<file path="config.mk">
export PLATFORM = sky130hd
export DESIGN_NAME = rvv_vcfg_issue
export DESIGN_NICKNAME = d
export VERILOG_FILES = /design/src/rtl/rvv_cfg_pkg.sv /design/src/rtl/rvv_vlmax_calc.sv /design/src/rtl/rvv_vcfg_issue.sv
export SDC_FILE = /design/constraint.sdc
export NUM_CORES = 1
export LEC_CHECK = 0
export ABC_AREA = 1
export CORE_ASPECT_RATIO = 1.75
export CORE_MARGIN = 3
export CORE_UTILIZATION = 50
export DETAILED_ROUTE_END_ITERATION = 12
export GPL_ROUTABILITY_DRIVEN = 1
export GPL_TIMING_DRIVEN = 0
export PLACE_DENSITY = 0.95
export SLEW_MARGIN = 30
export SYNTH_ARGS = -nofsm -noshare
export SYNTH_HDL_FRONTEND = slang
export SYNTH_SLANG_ARGS = --single-unit
</file>
<file path="constraint.sdc">
create_clock -name clk -period 5.7 [get_ports clk]
set_input_delay 0.57 -clock clk [delete_from_list [all_inputs] [get_ports clk]]
set_output_delay 0.57 -clock clk [all_outputs]
set_load 0.01 [all_outputs]
</file>
<file path="src/rtl/rvv_cfg_pkg.sv">
`default_nettype none
// ============================================================================
//  Module   : rvv_cfg_pkg
//  Purpose  : Shared RVV configuration types and encoding constants used by
//             the vector issue stage and its helpers.
//  Contents : sew_e, lmul_e, agnostic_e, vtype_t, vcfg_t, opcode/funct3
//             constants, vtype_illegal() helper.
//  Revision : 1.0  initial release
// ============================================================================
package rvv_cfg_pkg;

    // vcfg_t is sized for the default build (VLEN=128).
    localparam int CFG_VLEN = 128;
    localparam int CFG_VLW  = $clog2(CFG_VLEN) + 1;

    localparam logic [6:0] OPC_LD    = 7'b0000111;
    localparam logic [6:0] OPC_ST    = 7'b0100111;
    localparam logic [6:0] OPC_ALU   = 7'b1010111;
    localparam logic [2:0] F3_OPCFG  = 3'b111;

    typedef enum logic [2:0] {
        SEW8  = 3'd0,
        SEW16 = 3'd1,
        SEW32 = 3'd2,
        SEW64 = 3'd3
    } sew_e;

    typedef enum logic [2:0] {
        LMUL1     = 3'd0,
        LMUL2     = 3'd1,
        LMUL4     = 3'd2,
        LMUL8     = 3'd3,
        LMUL_LAST = 3'd4,
        LMUL1_8   = 3'd5,
        LMUL1_4   = 3'd6,
        LMUL1_2   = 3'd7
    } lmul_e;

    typedef enum logic {
        UNDISTURBED = 1'b0,
        AGNOSTIC    = 1'b1
    } agnostic_e;

    typedef struct packed {
        logic        vill;
        logic [22:0] rsvd;
        agnostic_e   vma;
        agnostic_e   vta;
        sew_e        vsew;
        lmul_e       vlmul;
    } vtype_t;

    typedef struct packed {
        vtype_t               vtype;
        logic [CFG_VLW-1:0]   vl;
    } vcfg_t;

    function automatic vtype_t vtype_illegal();
        vtype_t v;
        v      = '0;
        v.vill = 1'b1;
        return v;
    endfunction

endpackage
`default_nettype wire

</file>
<file path="src/rtl/rvv_vlmax_calc.sv">
`default_nettype none
// ============================================================================
//  Module   : rvv_vlmax_calc
//  Purpose  : Combinational VLMAX and SEW/LMUL legality for a vtype.
//  Ports    : vsew, vlmul  -> requested element width / group multiplier
//             vlmax        -> (VLEN/SEW)*LMUL, 0 when illegal
//             legal        -> SEW supported and SEW/LMUL pair allowed
//  Revision : 1.0  initial release
// ============================================================================
module rvv_vlmax_calc
    import rvv_cfg_pkg::*;
#(
    parameter int VLEN = 128,
    parameter int VLW  = $clog2(VLEN) + 1
) (
    input  sew_e             vsew,
    input  lmul_e            vlmul,
    output logic [VLW-1:0]   vlmax,
    output logic             legal
);

    localparam logic [VLW-1:0] C_ELEMS_SEW8 = VLW'(VLEN / 8);

    logic [2:0]     w_sew_code;
    logic [VLW-1:0] w_per_reg;
    logic [VLW-1:0] w_scaled;
    logic           w_sew_ok;
    logic           w_ratio_ok;

    always_comb begin
        w_sew_code = vsew;
        // Elements per single register; only meaningful for SEW8..SEW32.
        w_per_reg  = C_ELEMS_SEW8 >> w_sew_code[1:0];
        w_sew_ok   = (vsew == SEW8) || (vsew == SEW16) || (vsew == SEW32);
        w_ratio_ok = 1'b0;
        w_scaled   = '0;
        // Fractional LMUL is only allowed while SEW/LMUL stays <= 32, so the
        // right shifts below are always exact.
        case (vlmul)
            LMUL1:   begin w_ratio_ok = 1'b1; w_scaled = w_per_reg;       end
            LMUL2:   begin w_ratio_ok = 1'b1; w_scaled = w_per_reg << 1;  end
            LMUL4:   begin w_ratio_ok = 1'b1; w_scaled = w_per_reg << 2;  end
            LMUL8:   begin w_ratio_ok = 1'b1; w_scaled = w_per_reg << 3;  end
            LMUL1_2: begin
                w_ratio_ok = (vsew == SEW8) || (vsew == SEW16);
                w_scaled   = w_per_reg >> 1;
            end
            LMUL1_4: begin
                w_ratio_ok = (vsew == SEW8);
                w_scaled   = w_per_reg >> 2;
            end
            default: begin w_ratio_ok = 1'b0; w_scaled = '0; end
        endcase
        legal = w_sew_ok && w_ratio_ok;
        vlmax = legal ? w_scaled : '0;
    end

endmodule
`default_nettype wire

</file>
<file path="src/rtl/rvv_vcfg_issue.sv">
`default_nettype none
// ============================================================================
//  Module   : rvv_vcfg_issue
//  Purpose  : RVV issue stage in front of the vector backend. Executes
//             vsetvli/vsetivli/vsetvl locally, holds architectural vtype/vl,
//             and forwards vector LD/ST/ALU ops tagged with the config
//             snapshot in force at accept time.
//  Ports    : inst_*  upstream instruction + scalar operands (valid/ready)
//             uop_*   forwarded op + vtype/vl snapshot (valid/ready)
//             xwb_*   one-cycle vl writeback to scalar rd
//             illegal one-cycle pulse when a vector op is dropped (vill=1)
//  Revision : 1.0  initial release
// ============================================================================
module rvv_vcfg_issue
    import rvv_cfg_pkg::*;
#(
    parameter int VLEN = 128,
    parameter int XLEN = 32,
    parameter int VLW  = $clog2(VLEN) + 1
) (
    input  logic             clk,
    input  logic             rst_n,
    input  logic             inst_valid,
    output logic             inst_ready,
    input  logic [31:0]      inst_bits,
    input  logic [XLEN-1:0]  inst_rs1,
    input  logic [XLEN-1:0]  inst_rs2,
    output logic             uop_valid,
    input  logic             uop_ready,
    output logic [31:0]      uop_bits,
    output logic [XLEN-1:0]  uop_rs1,
    output logic [31:0]      uop_vtype,
    output logic [VLW-1:0]   uop_vl,
    output logic             xwb_valid,
    output logic [4:0]       xwb_idx,
    output logic [XLEN-1:0]  xwb_data,
    output logic             illegal
);

    // ---------------------------------------------------------------- decode
    logic [6:0]     w_opcode;
    logic [2:0]     w_funct3;
    logic [4:0]     w_rd;
    logic [4:0]     w_rs1_idx;
    logic           w_is_vset;
    logic           w_is_vop;
    logic           w_is_ivli;
    logic [31:0]    w_raw_vtype;
    vtype_t         w_req_vtype;
    logic [VLW-1:0] w_vlmax;
    logic           w_calc_legal;
    logic           w_vtype_ok;
    logic           w_keep_vl;
    logic           w_new_ok;
    logic [XLEN-1:0] w_avl;
    logic [VLW-1:0] w_new_vl;
    vtype_t         w_new_vtype;
    logic           w_accept;
    logic           w_load;

    vtype_t          r_vtype;
    logic [VLW-1:0]  r_vl;
    logic            r_uop_valid;
    logic [31:0]     r_uop_bits;
    logic [XLEN-1:0] r_uop_rs1;
    vtype_t          r_uop_vtype;
    logic [VLW-1:0]  r_uop_vl;
    logic            r_xwb_valid;
    logic [4:0]      r_xwb_idx;
    logic [XLEN-1:0] r_xwb_data;
    logic            r_illegal;

    assign w_opcode  = inst_bits[6:0];
    assign w_funct3  = inst_bits[14:12];
    assign w_rd      = inst_bits[11:7];
    assign w_rs1_idx = inst_bits[19:15];
    assign w_is_vset = (w_opcode == OPC_ALU) && (w_funct3 == F3_OPCFG);
    assign w_is_vop  = !w_is_vset &&
                       ((w_opcode == OPC_LD) || (w_opcode == OPC_ST) || (w_opcode == OPC_ALU));
    assign w_is_ivli = (inst_bits[31:30] == 2'b11);

    always_comb begin
        if (!inst_bits[31])
            w_raw_vtype = {21'd0, inst_bits[30:20]};
        else if (w_is_ivli)
            w_raw_vtype = {22'd0, inst_bits[29:20]};
        else if (inst_bits[31:25] == 7'b1000000)
            w_raw_vtype = inst_rs2[31:0];
        else
            w_raw_vtype = 32'h8000_0000;   // unknown vset form: force vill
    end

    assign w_req_vtype = vtype_t'(w_raw_vtype);

    rvv_vlmax_calc #(
        .VLEN (VLEN),
        .VLW  (VLW)
    ) u_vlmax (
        .vsew  (w_req_vtype.vsew),
        .vlmul (w_req_vtype.vlmul),
        .vlmax (w_vlmax),
        .legal (w_calc_legal)
    );

    assign w_vtype_ok = w_calc_legal && !w_req_vtype.vill && (w_req_vtype.rsvd == '0);
    // rs1=x0, rd=x0 keeps the current vl; it must still fit the new VLMAX.
    assign w_keep_vl  = !w_is_ivli && (w_rs1_idx == 5'd0) && (w_rd == 5'd0);
    assign w_new_ok   = w_vtype_ok && !(w_keep_vl && (r_vl > w_vlmax));

    always_comb begin
        if (w_is_ivli)
            w_avl = XLEN'(w_rs1_idx);
        else if (w_rs1_idx != 5'd0)
            w_avl = inst_rs1;
        else if (w_rd != 5'd0)
            w_avl = XLEN'(w_vlmax);
        else
            w_avl = XLEN'(r_vl);
    end

    always_comb begin
        w_new_vl    = '0;
        w_new_vtype = vtype_illegal();
        if (w_new_ok) begin
            w_new_vtype = w_req_vtype;
            w_new_vl    = (w_avl > XLEN'(w_vlmax)) ? w_vlmax : w_avl[VLW-1:0];
        end
    end

    // Only vector ops need the output register; vset and unrecognised
    // opcodes are always taken (the latter are simply discarded).
    assign inst_ready = w_is_vop ? (!r_uop_valid || uop_ready) : 1'b1;
    assign w_accept   = inst_valid && inst_ready;
    assign w_load     = w_accept && w_is_vop && !r_vtype.vill;

    // ------------------------------------------------------ config registers
    always_ff @(posedge clk or negedge rst_n) begin
        if (!rst_n) begin
            r_vtype <= vtype_illegal();
            r_vl    <= '0;
        end else if (w_accept && w_is_vset) begin
            r_vtype <= w_new_vtype;
            r_vl    <= w_new_vl;
        end
    end

    // ------------------------------------------------------- output register
    always_ff @(posedge clk or negedge rst_n) begin
        if (!rst_n) begin
            r_uop_valid <= 1'b0;
            r_uop_bits  <= '0;
            r_uop_rs1   <= '0;
            r_uop_vtype <= '0;
            r_uop_vl    <= '0;
        end else if (w_load) begin
            r_uop_valid <= 1'b1;
            r_uop_bits  <= inst_bits;
            r_uop_rs1   <= inst_rs1;
            r_uop_vtype <= r_vtype;
            r_uop_vl    <= r_vl;
        end else if (uop_ready) begin
            r_uop_valid <= 1'b0;
        end
    end

    // -------------------------------------------------------- pulse registers
    always_ff @(posedge clk or negedge rst_n) begin
        if (!rst_n) begin
            r_xwb_valid <= 1'b0;
            r_xwb_idx   <= '0;
            r_xwb_data  <= '0;
            r_illegal   <= 1'b0;
        end else begin
            r_xwb_valid <= w_accept && w_is_vset;
            r_illegal   <= w_accept && w_is_vop && r_vtype.vill;
            if (w_accept && w_is_vset) begin
                r_xwb_idx  <= w_rd;
                r_xwb_data <= XLEN'(w_new_vl);
            end
        end
    end

    assign uop_valid = r_uop_valid;
    assign uop_bits  = r_uop_bits;
    assign uop_rs1   = r_uop_rs1;
    assign uop_vtype = r_uop_vtype;
    assign uop_vl    = r_uop_vl;
    assign xwb_valid = r_xwb_valid;
    assign xwb_idx   = r_xwb_idx;
    assign xwb_data  = r_xwb_data;
    assign illegal   = r_illegal;

endmodule
`default_nettype wire
</file>
==> metrics.yaml, run 1 <==
die:
  die_height_um: 166
  ioPinCount: 245
  start_util_pct: 51.2
  die_w_um: 97.7
  row_count: 58
  core_sq_mm: 0.0144
  die_area_sq_mm: 0.0163
drt:
  drt_wl_total_mm: 23.5
  wl_per_cell_um: 17.0
  ant_nets: 0
  route.vias.total: 7197
  dr.pass1.iters: 5
  vias_per_cell: 5.21
  initialDrtViolationCount: 457
  drc_errors: 0
cts:
  cts_hold_buffers: 0
  cts_buffers: 17
  cts_resized: 0
  htreeDepth: 4
  cts_tree: "done"
  cts_root_buf: "clkbuf_16"
  clkLatencyLatePin_ns: 0.42
  cts_buffer_depth: 2
  numClockSinks: 152
  post-cts-setup-buffer-count: 0
  cts.clk_slew.worst_paths_ns: 0.07
cells_and_area:
  layout.nets: 1307
  finalNonFillerCells: 1382
  antenna_cells: 0
  fin_util_pct: 73.1
  stdcell_area_sq_mm: 0.0105
  final_cell_mix: "400 x nand2_1, 219 x clkdlybuf4s50_1, 151 x dfrtp_1"
  drive_gt1_share_pct: 7.90
  final_common_cell: "nand2_1"
  syn2layout_area_growth_pct: 42.8
  fillers: 988
synth:
  synth-edff-count: 0
  ys.flop_type: "dfrtp_1"
  synth_area_sq_mm: 0.00735
  syn_inst: 925
  synth-seq-cells: 152
  synth_top_family_by_area: "simple AND/OR/NAND/NOR gates"
  synth_area_per_cell_sq_um: 7.95
  yosys.area_share.simple_pct: 30.2
  synth_mux_area_share_pct: 0
  async_reset_ff_share_pct: 100
  yosys.area_share.xor_xnor_pct: 0
  synth_compound_area_share_pct: 6.41
  ys_warn_count: 0
  synth.distinct_cells: 46
  yosysSeqAreaShare_pct: 51.7
  synth_fa_ha_area_share_pct: 2.72
sta:
  skew_ns: 0.0123
  hold_viol: 0
  maxSlewViolCount: 0
  final-setup-viol-count: 0
  worstMarginPinSlew_ns: 0.651
  rsz0062_at_grt: "no"
  fmax_mhz: 250
  slew_headroom_pct: 56.6
  worst_slack_ns: 1.71
  finalWorstPathRequiredPeriod_ns: 3.99
  timing.final.crit_share_pct: 70.1
grt:
  grt_use_total_pct: 29.4
  grt_max_degree: 78
  grt_pass1_wl_mm: 37.7
  antenna_found_initial: 0
  grt_overflow: 0
  grt_pass1_vias: 7413
worst_setup_path:
  reg2reg_from: "xwb_data[1]"
  start_kind: "primary input"
  crit_type: "primary input to flip-flop"
  cp_max_fo: 10
  critPathLaunch: "inst_bits[31]"
  critPathCaptureType: "flip-flop"
  required_ns: 6.05
  cp.arrival_ns: 4.34
power:
  ir_drop_v: 0.000201
  leakagePower_nw: 5.51
  power.density_mw_per_mm2: 275
placement:
  dp_cells: 1352
  portBuffers: 220
  dp_slack_ns: 1.48
  place_congestion: 0.934
  dpl_cell_area_sq_mm: 0.00991
  dp_hpwl_mm: 17.7
worst_hold_path:
  hold_path_class: "primary input to async pin"
run_status:
  outcome: "finished, final reports clean"
job:
  cap_violations: 0
-- worst max-delay path, cell delays in order --
cell	delay, ns
clkdlybuf4s50_1	0.68
nand2_2	0.16
nor2_8	0.22
buf_6	0.17
buf_6	0.14
a21oi_2	0.09
nand3_1	0.17
nor2_1	0.06
nor2_1	0.09
nand2_1	0.09
nand3_1	0.09
nand2_1	0.06
nand2_1	0.07
inv_1	0.05
ha_1	0.28
a21oi_1	0.14
o21a_1	0.14
nor3_1	0.04
o21ai_0	0.18
nand2_1	0.18
inv_1	0.10
buf_2	0.24
nor2_1	0.08
nor2_1	0.12
nand2_1	0.07
nand2_1	0.05
-- cells in the mapped netlist (all sizes together) (2+ instances only) --
library cell | count | area [sq um]
nand3 | 29 | 150
nor2 | 68 | 307
nor4 | 9 | 71.3
a21oi | 20 | 115
nand4 | 9 | 56.3
nand2 | 406 | 1540
clkbuf | 22 | 82.6
a22oi | 2 | 15.0
nor3 | 6 | 30.0
and2 | 4 | 25.0
or2 | 3 | 18.8
conb | 2 | 7.51
clkinv | 2 | 7.51
inv | 78 | 295
o21ai | 44 | 224
buf | 36 | 261
o211ai | 3 | 27.5
o22ai | 5 | 31.3
dfrtp | 151 | 3780
o21a | 2 | 15.0
ha | 16 | 200
-- report_power, final --
group | internal, mW | switching [mW] | total, mW
registers | 1.16 | 0.0501 | 1.21
clock network | 0.697 | 0.444 | 1.14
logic | 0.277 | 0.257 | 0.534
total | 2.14 | 0.751 | 2.89
-- kinds of logic after synthesis --
kind of cell / Yosys count
fa+ha+maj: 16
buf+inv: 138
compound gates: 80
flops: 152
other cells: 2
simple gates: 537
-- state kept, by name, indices dropped and copies added, names as in the netlist, 5 cells and up --
register	cells
xwb_idx	5
uop_vl	8
uop_vtype	32
r_vtype	32
uop_rs1	32
uop_bits	32
xwb_data	8
-- path summary, 6_finish.rpt --
| check | to | slack (ns) | depth (start not counted) |
|---|---|---|---|
| min in group clk | uop_bits[0] | 0.47 | 1 |
| hold reg to reg | uop_bits[0] | 0.47 | 1 |
| max in group asynchronous | xwb_idx[3] | 4.77 | 2 |
| setup reg to reg | xwb_data[4] | 3.13 | 16 |
| setup / recovery | xwb_data[4] | 1.71 | 26 |
| hold / removal | uop_vtype[24] | 0.13 | 1 |
-- cell type report --
cell class / instances / area [sq um] / area share [%]
timing repair buffer: 221 / 2230 / 21.3
tap: 180 / 225 / 2.14
clock buffer: 19 / 443 / 4.22
clock inverter: 11 / 150 / 1.43
inverter: 80 / 303 / 2.88
buffer: 58 / 344 / 3.28
multi-input combinational: 661 / 3000 / 28.6
sequential: 152 / 3800 / 36.2
-- stage by stage --
| stage | hold WS [ns] | power (mW) | setup TNS (ns) |
|---|---|---|---|
| floorplan | 0.274 | 1.42 | 0 |
| global placement | 0.449 | 1.73 | -272.84 |
| detailed placement | 0.452 | 1.76 | 0 |
| CTS | 0.134 | 2.89 | 0 |
| global route | 0.156 | 2.99 | 0 |
| finish | 0.126 | 2.89 | 0 |
-- layer usage --
| layer | GRT usage (%) | share of wire [%] |
|---|---|---|
| met1 | 30.4 | 34 |
| met2 | 53.4 | 53 |
| met3 | 5.53 | 5.6 |
| met4 | 18.9 | 6.9 |
| met5 | 0 | 0 |
Power figures use the tool's default switching activity.
==> inputs of run 2 (changes only) <==
CORE_UTILIZATION = 46   (was 50)
PLACE_DENSITY = 0.89   (was 0.95)
clock period = 3.79 ns   (was 5.7 ns; I/O delays follow)
==> metrics.yaml, run 2 (synthesis results as in run 1) <==
cts:
  cts_tree: "done"
  cts_buffers: 17  # unchanged
  cts_root_buf: "clkbuf_16"
  clkLatencyLatePin_ns: 0.42  # about the same
  numClockSinks: 152  # unchanged
  cts_buffer_depth: 2  # unchanged
  htreeDepth: 4  # unchanged
  cts.clk_slew.worst_paths_ns: 0.06  # about the same
job:
  cap_violations: 0  # unchanged
drt:
  route.vias.total: 7195  # -0.028%
  ant_nets: 0  # unchanged
  wl_per_cell_um: 16.3  # -4.4%
  vias_per_cell: 5.14  # -1.2%
  initialDrtViolationCount: 423  # -7.4%
  dr.pass1.iters: 4  # -1
  drc_errors: 0  # unchanged
  drt_wl_total_mm: 22.8  # -3.2%
sta:
  final-setup-viol-count: 0  # unchanged
  hold_viol: 0  # unchanged
  skew_ns: 0.0141  # +0.00186 ns
  worstMarginPinSlew_ns: 0.726  # +0.0742 ns
  fmax_mhz: 282
  whs_ns: 0.422  # +0.295 ns
  timing.final.crit_share_pct: 93.4
  maxSlewViolCount: 0  # unchanged
  finalWorstPathRequiredPeriod_ns: 3.54
  slew_headroom_pct: 51.6  # -4.9 points
worst_setup_path:
  crit_top_cell: "nand2_1"
  crit_path_max_incr_delay_ns: 0.55  # -0.13 ns
  critPathCaptureType: "flip-flop"
  required_ns: 4.13  # -1.92 ns
  start_kind: "primary input"
  path_buf_inv: 7  # +1
  cp_max_fo: 10  # unchanged
  critPathTopFamily: "simple AND/OR/NAND/NOR gates"
  cpMaxStageDelayCell: "clkdlybuf4s50_1"
  crit_type: "primary input to flip-flop"
  cp.arrival_ns: 3.88  # -0.46 ns
grt:
  grt_max_degree: 88  # +13%
  grt_pass1_vias: 7048  # -4.9%
  grt_pass1_wl_mm: 35.9  # -4.8%
  grt_overflow: 0  # unchanged
  grt_use_total_pct: 26.0  # -3.4 points
  antenna_found_initial: 2  # +2
die:
  start_util_pct: 47.3  # -3.9 points
  core_sq_mm: 0.0155  # +8.2%
  die_height_um: 173  # +4.1%
  die_area_sq_mm: 0.0176  # +8.3%
  ioPinCount: 245  # unchanged
  row_count: 60  # +3.4%
  die_w_um: 102  # +4.0%
power:
  clock_power_share_pct: 39.2  # -0.3 points
  internal_power_mw: 3.13  # +46%
  comb_power_share_pct: 18.7  # +0.2 points
  swShare_pct: 27.3  # +1.3 points
  ir_drop_v: 0.000291  # +45%
  power.density_mw_per_mm2: 406  # +48%
  power_frac_seq_pct: 42.1  # about the same
  leakagePower_nw: 5.56  # +0.89%
  p_switching_mw: 1.18  # +57%
cells_and_area:
  fin_util_pct: 68.2  # -4.9 points
  stdcell_area_sq_mm: 0.0106  # +0.93%
  syn2layout_area_growth_pct: 44.2
  final_cell_mix: "398 x nand2_1, 218 x clkdlybuf4s50_1, 151 x dfrtp_1"
  layout.nets: 1314  # +0.54%
  drive_gt1_share_pct: 9.00  # +1.1 points
  finalNonFillerCells: 1399  # +1.2%
  final_common_cell: "nand2_1"
run_status:
  outcome: "finished, final reports clean"
placement:
  dp_hpwl_mm: 17.3  # -2.7%
  place_congestion: 0.912  # -2.4%
  portBuffers: 220  # unchanged
  dp_cells: 1358  # +0.44%
  dpl_cell_area_sq_mm: 0.00992  # about the same
worst_hold_path:
  hold_path_class: "primary input to flip-flop"
-- run 2: cell type report --
class,count,area (sq um)
fill,1184,4940
sequential,152,3800
multi-input combinational,661,3030
timing repair buffer,228,2290
clock buffer,19,453
buffer,58,347
inverter,80,303
tap,186,233
clock inverter,13,134
antenna,2,5.00
-- run 2: worst min-delay path, stage by stage --
cell and delay [ns]:
dlymetal6s2s_1 0.23, nand2_1 0.11, nand2_1 0.06
-- run 2: timing repair --
item / in CTS / in global routing
buffers inserted: 0 / 6
hold buffers: 1 / 0
gates resized for setup: 0 / 9
setup endpoints to repair: 0 / 7
endpoints found under the hold margin: 64 / 0
-- run 2: power groups by stage --
| stage | Combinational (mW) | Sequential (mW) | Clock [mW] |
|---|---|---|---|
| finish | 0.805 | 1.81 | 1.69 |
| global route | 0.870 | 1.83 | 1.77 |
| CTS | 0.798 | 1.81 | 1.71 |
| detailed placement | 0.791 | 1.84 | 0 |
| global placement | 0.769 | 1.84 | 0 |
| floorplan | 0.240 | 1.90 | 0 |
-- run 2: final timing paths --
kind | slack (ns) | end | cells past startpoint | from
min reg2reg | 0.47 | r_vtype[10] | 2 | r_vtype[10]
min | 0.42 | uop_bits[31] | 3 | inst_bits[31]
max in group asynchronous | 2.47 | uop_vl[1] | 3 | rst_n
max reg2reg | 1.36 | xwb_data[3] | 16 | xwb_data[1]
max | 0.25 | xwb_data[3] | 27 | inst_bits[30]
min in group asynchronous | 0.49 | uop_vtype[27] | 2 | rst_n
-- run 2: stage by stage --
step	power [mW]	setup TNS [ns]	setup slack (ns)
finish	4.31	0	0.250
global route	4.47	-0.0186	-0.0186
CTS	4.33	0	0.167
detailed placement	2.63	-1.88	-0.237
global placement	2.61	-549.84	-3.64
floorplan	2.14	0	0.779
-- run 2: layer usage --
metal  vias up  part of all wire [%]  global-route usage, %
li1       3380                     -                      -
met1      3424                    34                   27.2
met2       311                    54                   47.2
met3        80                   6.0                   5.11
met4         0                   5.1                   14.5
met5         -                     0                      0
==> variant: new RTL, config.mk and constraints of run 2 <==
Set the parameter `XLEN` to 36 (it was 32).
--- a/src/rtl/rvv_vcfg_issue.sv
+++ b/src/rtl/rvv_vcfg_issue.sv
@@ -15,7 +15,7 @@
     import rvv_cfg_pkg::*;
 #(
     parameter int VLEN = 128,
-    parameter int XLEN = 32,
+    parameter int XLEN = 36,
     parameter int VLW  = $clog2(VLEN) + 1
 ) (
     input  logic             clk,
Ports: changed (resized inst_rs1, inst_rs2, uop_rs1 and xwb_data); port bits go from 245 to 261. The function was not compared with the original's and may differ.
==> variant against run 2 <==
Area after synthesis increased by 2.3%; clock power fell by 2%; design area rose by 1.6%; sequential cell count grew 4; largest power group unchanged; utilization is 0.72 points lower; setup slack improved by 0.032 ns; sequential share of layout area increased by 0.38 points; highest routed layer unchanged; register-to-register slack improved by 0.09 ns; total power up 0.50%; wire length up 1.5%.
==> variant: results <==
group,metric,value,unit
synthesis,synth_sequential_area_ratio,51.9,%
global_routing,global_route.usage.met3,4.59,%
critical_path,worst_ep_arrival_time,3.86,ns
finish,layout.comb_gates.multi_input,676,
placement,place.detailed.instances,1390,
pwr,vdd_ir_drop_max,241,uV
min_path,worst_hold_path.num_cells,2,
finish,inverters,81,
finish,filler_cell_count,1206,
finish,nonClockBufferCount,289,
finish,multi_input_logic_portion_of_the_cell_area,28.5,%
global_routing,via_count_of_the_first_global_routing_pass,7283,
detailed_routing,drtPass1Iterations,5,
detailed_routing,vias,7235,
detailed_routing,detail_route.wirelength.met1,7840,um
finish,num-nets-final,1345,
global_routing,grt_antenna_before_repair,1,
detailed_routing,route.detailed.wl_per_inst,16.2,um
critical_path,crit-reg2reg-launch,"xwb_data[3]$_DFFE_PN0P_",
timing,worst_slew_pin_slew,0.670,ns
finish,postLayoutCellArea,0.0108,mm2
die,chipWidth,103,um
critical_path,setup.worst_path.start,"inst_bits[31]",
placement,detailedPlace.worstSlack,-0.218,ns
detailed_routing,drt_wl_total,23100,um
min_path,hp-start,"uop_rs1[19]$_DFFE_PN0P_",
pwr,static-leakage-power,5.64,nW
global_routing,global_route_wire_length_before_repair,36500,um
critical_path,setup.reg_to_reg.worst_slack,1.45,ns
min_path,hold_class,"reg2reg",
finish,clock_area_share,5.25,%
placement,numPortBuffers,228,
synthesis,synth_cell_types,42,
detailed_routing,met2_length,12300,um
run_status,run_status,"finished, final reports clean",
global_routing,grt_max_degree,87,
placement,routability_congestion_estimate_from_global_placement,0.898,
global_routing,grtUsageMet2,46.6,%
synthesis,synth.ff_latch_count,156,
critical_path,crit_path_max_incr_delay,0.63,ns
variant: power by group:
group | internal, W | leakage [nW] | total, W | switching, W
clock | 0.000921 | 0.264 | 0.00165 | 0.000729
sequential | 0.00180 | 2.12 | 0.00186 | 0.0000695
combinational | 0.000431 | 3.25 | 0.000814 | 0.000383
total | 0.00315 | 5.64 | 0.00433 | 0.00118
variant: timing repair:
item | CTS | global route
gates resized for setup | 0 | 4
setup endpoints to repair | 0 | 6
hold endpoints to repair | 70 | 0
hold buffers | 1 | 0
variant: cells by family after synthesis:
logic type | after synthesis | synth area share [%]
AND/OR/NAND/NOR | 554 | 30.8
flip-flops | 156 | 51.9
buffers and inverters | 140 | 8.76
AO/OA/AOI/OAI | 74 | 5.74
adder cells (fa/ha/maj) | 16 | 2.66
other | 2 | 0.0998
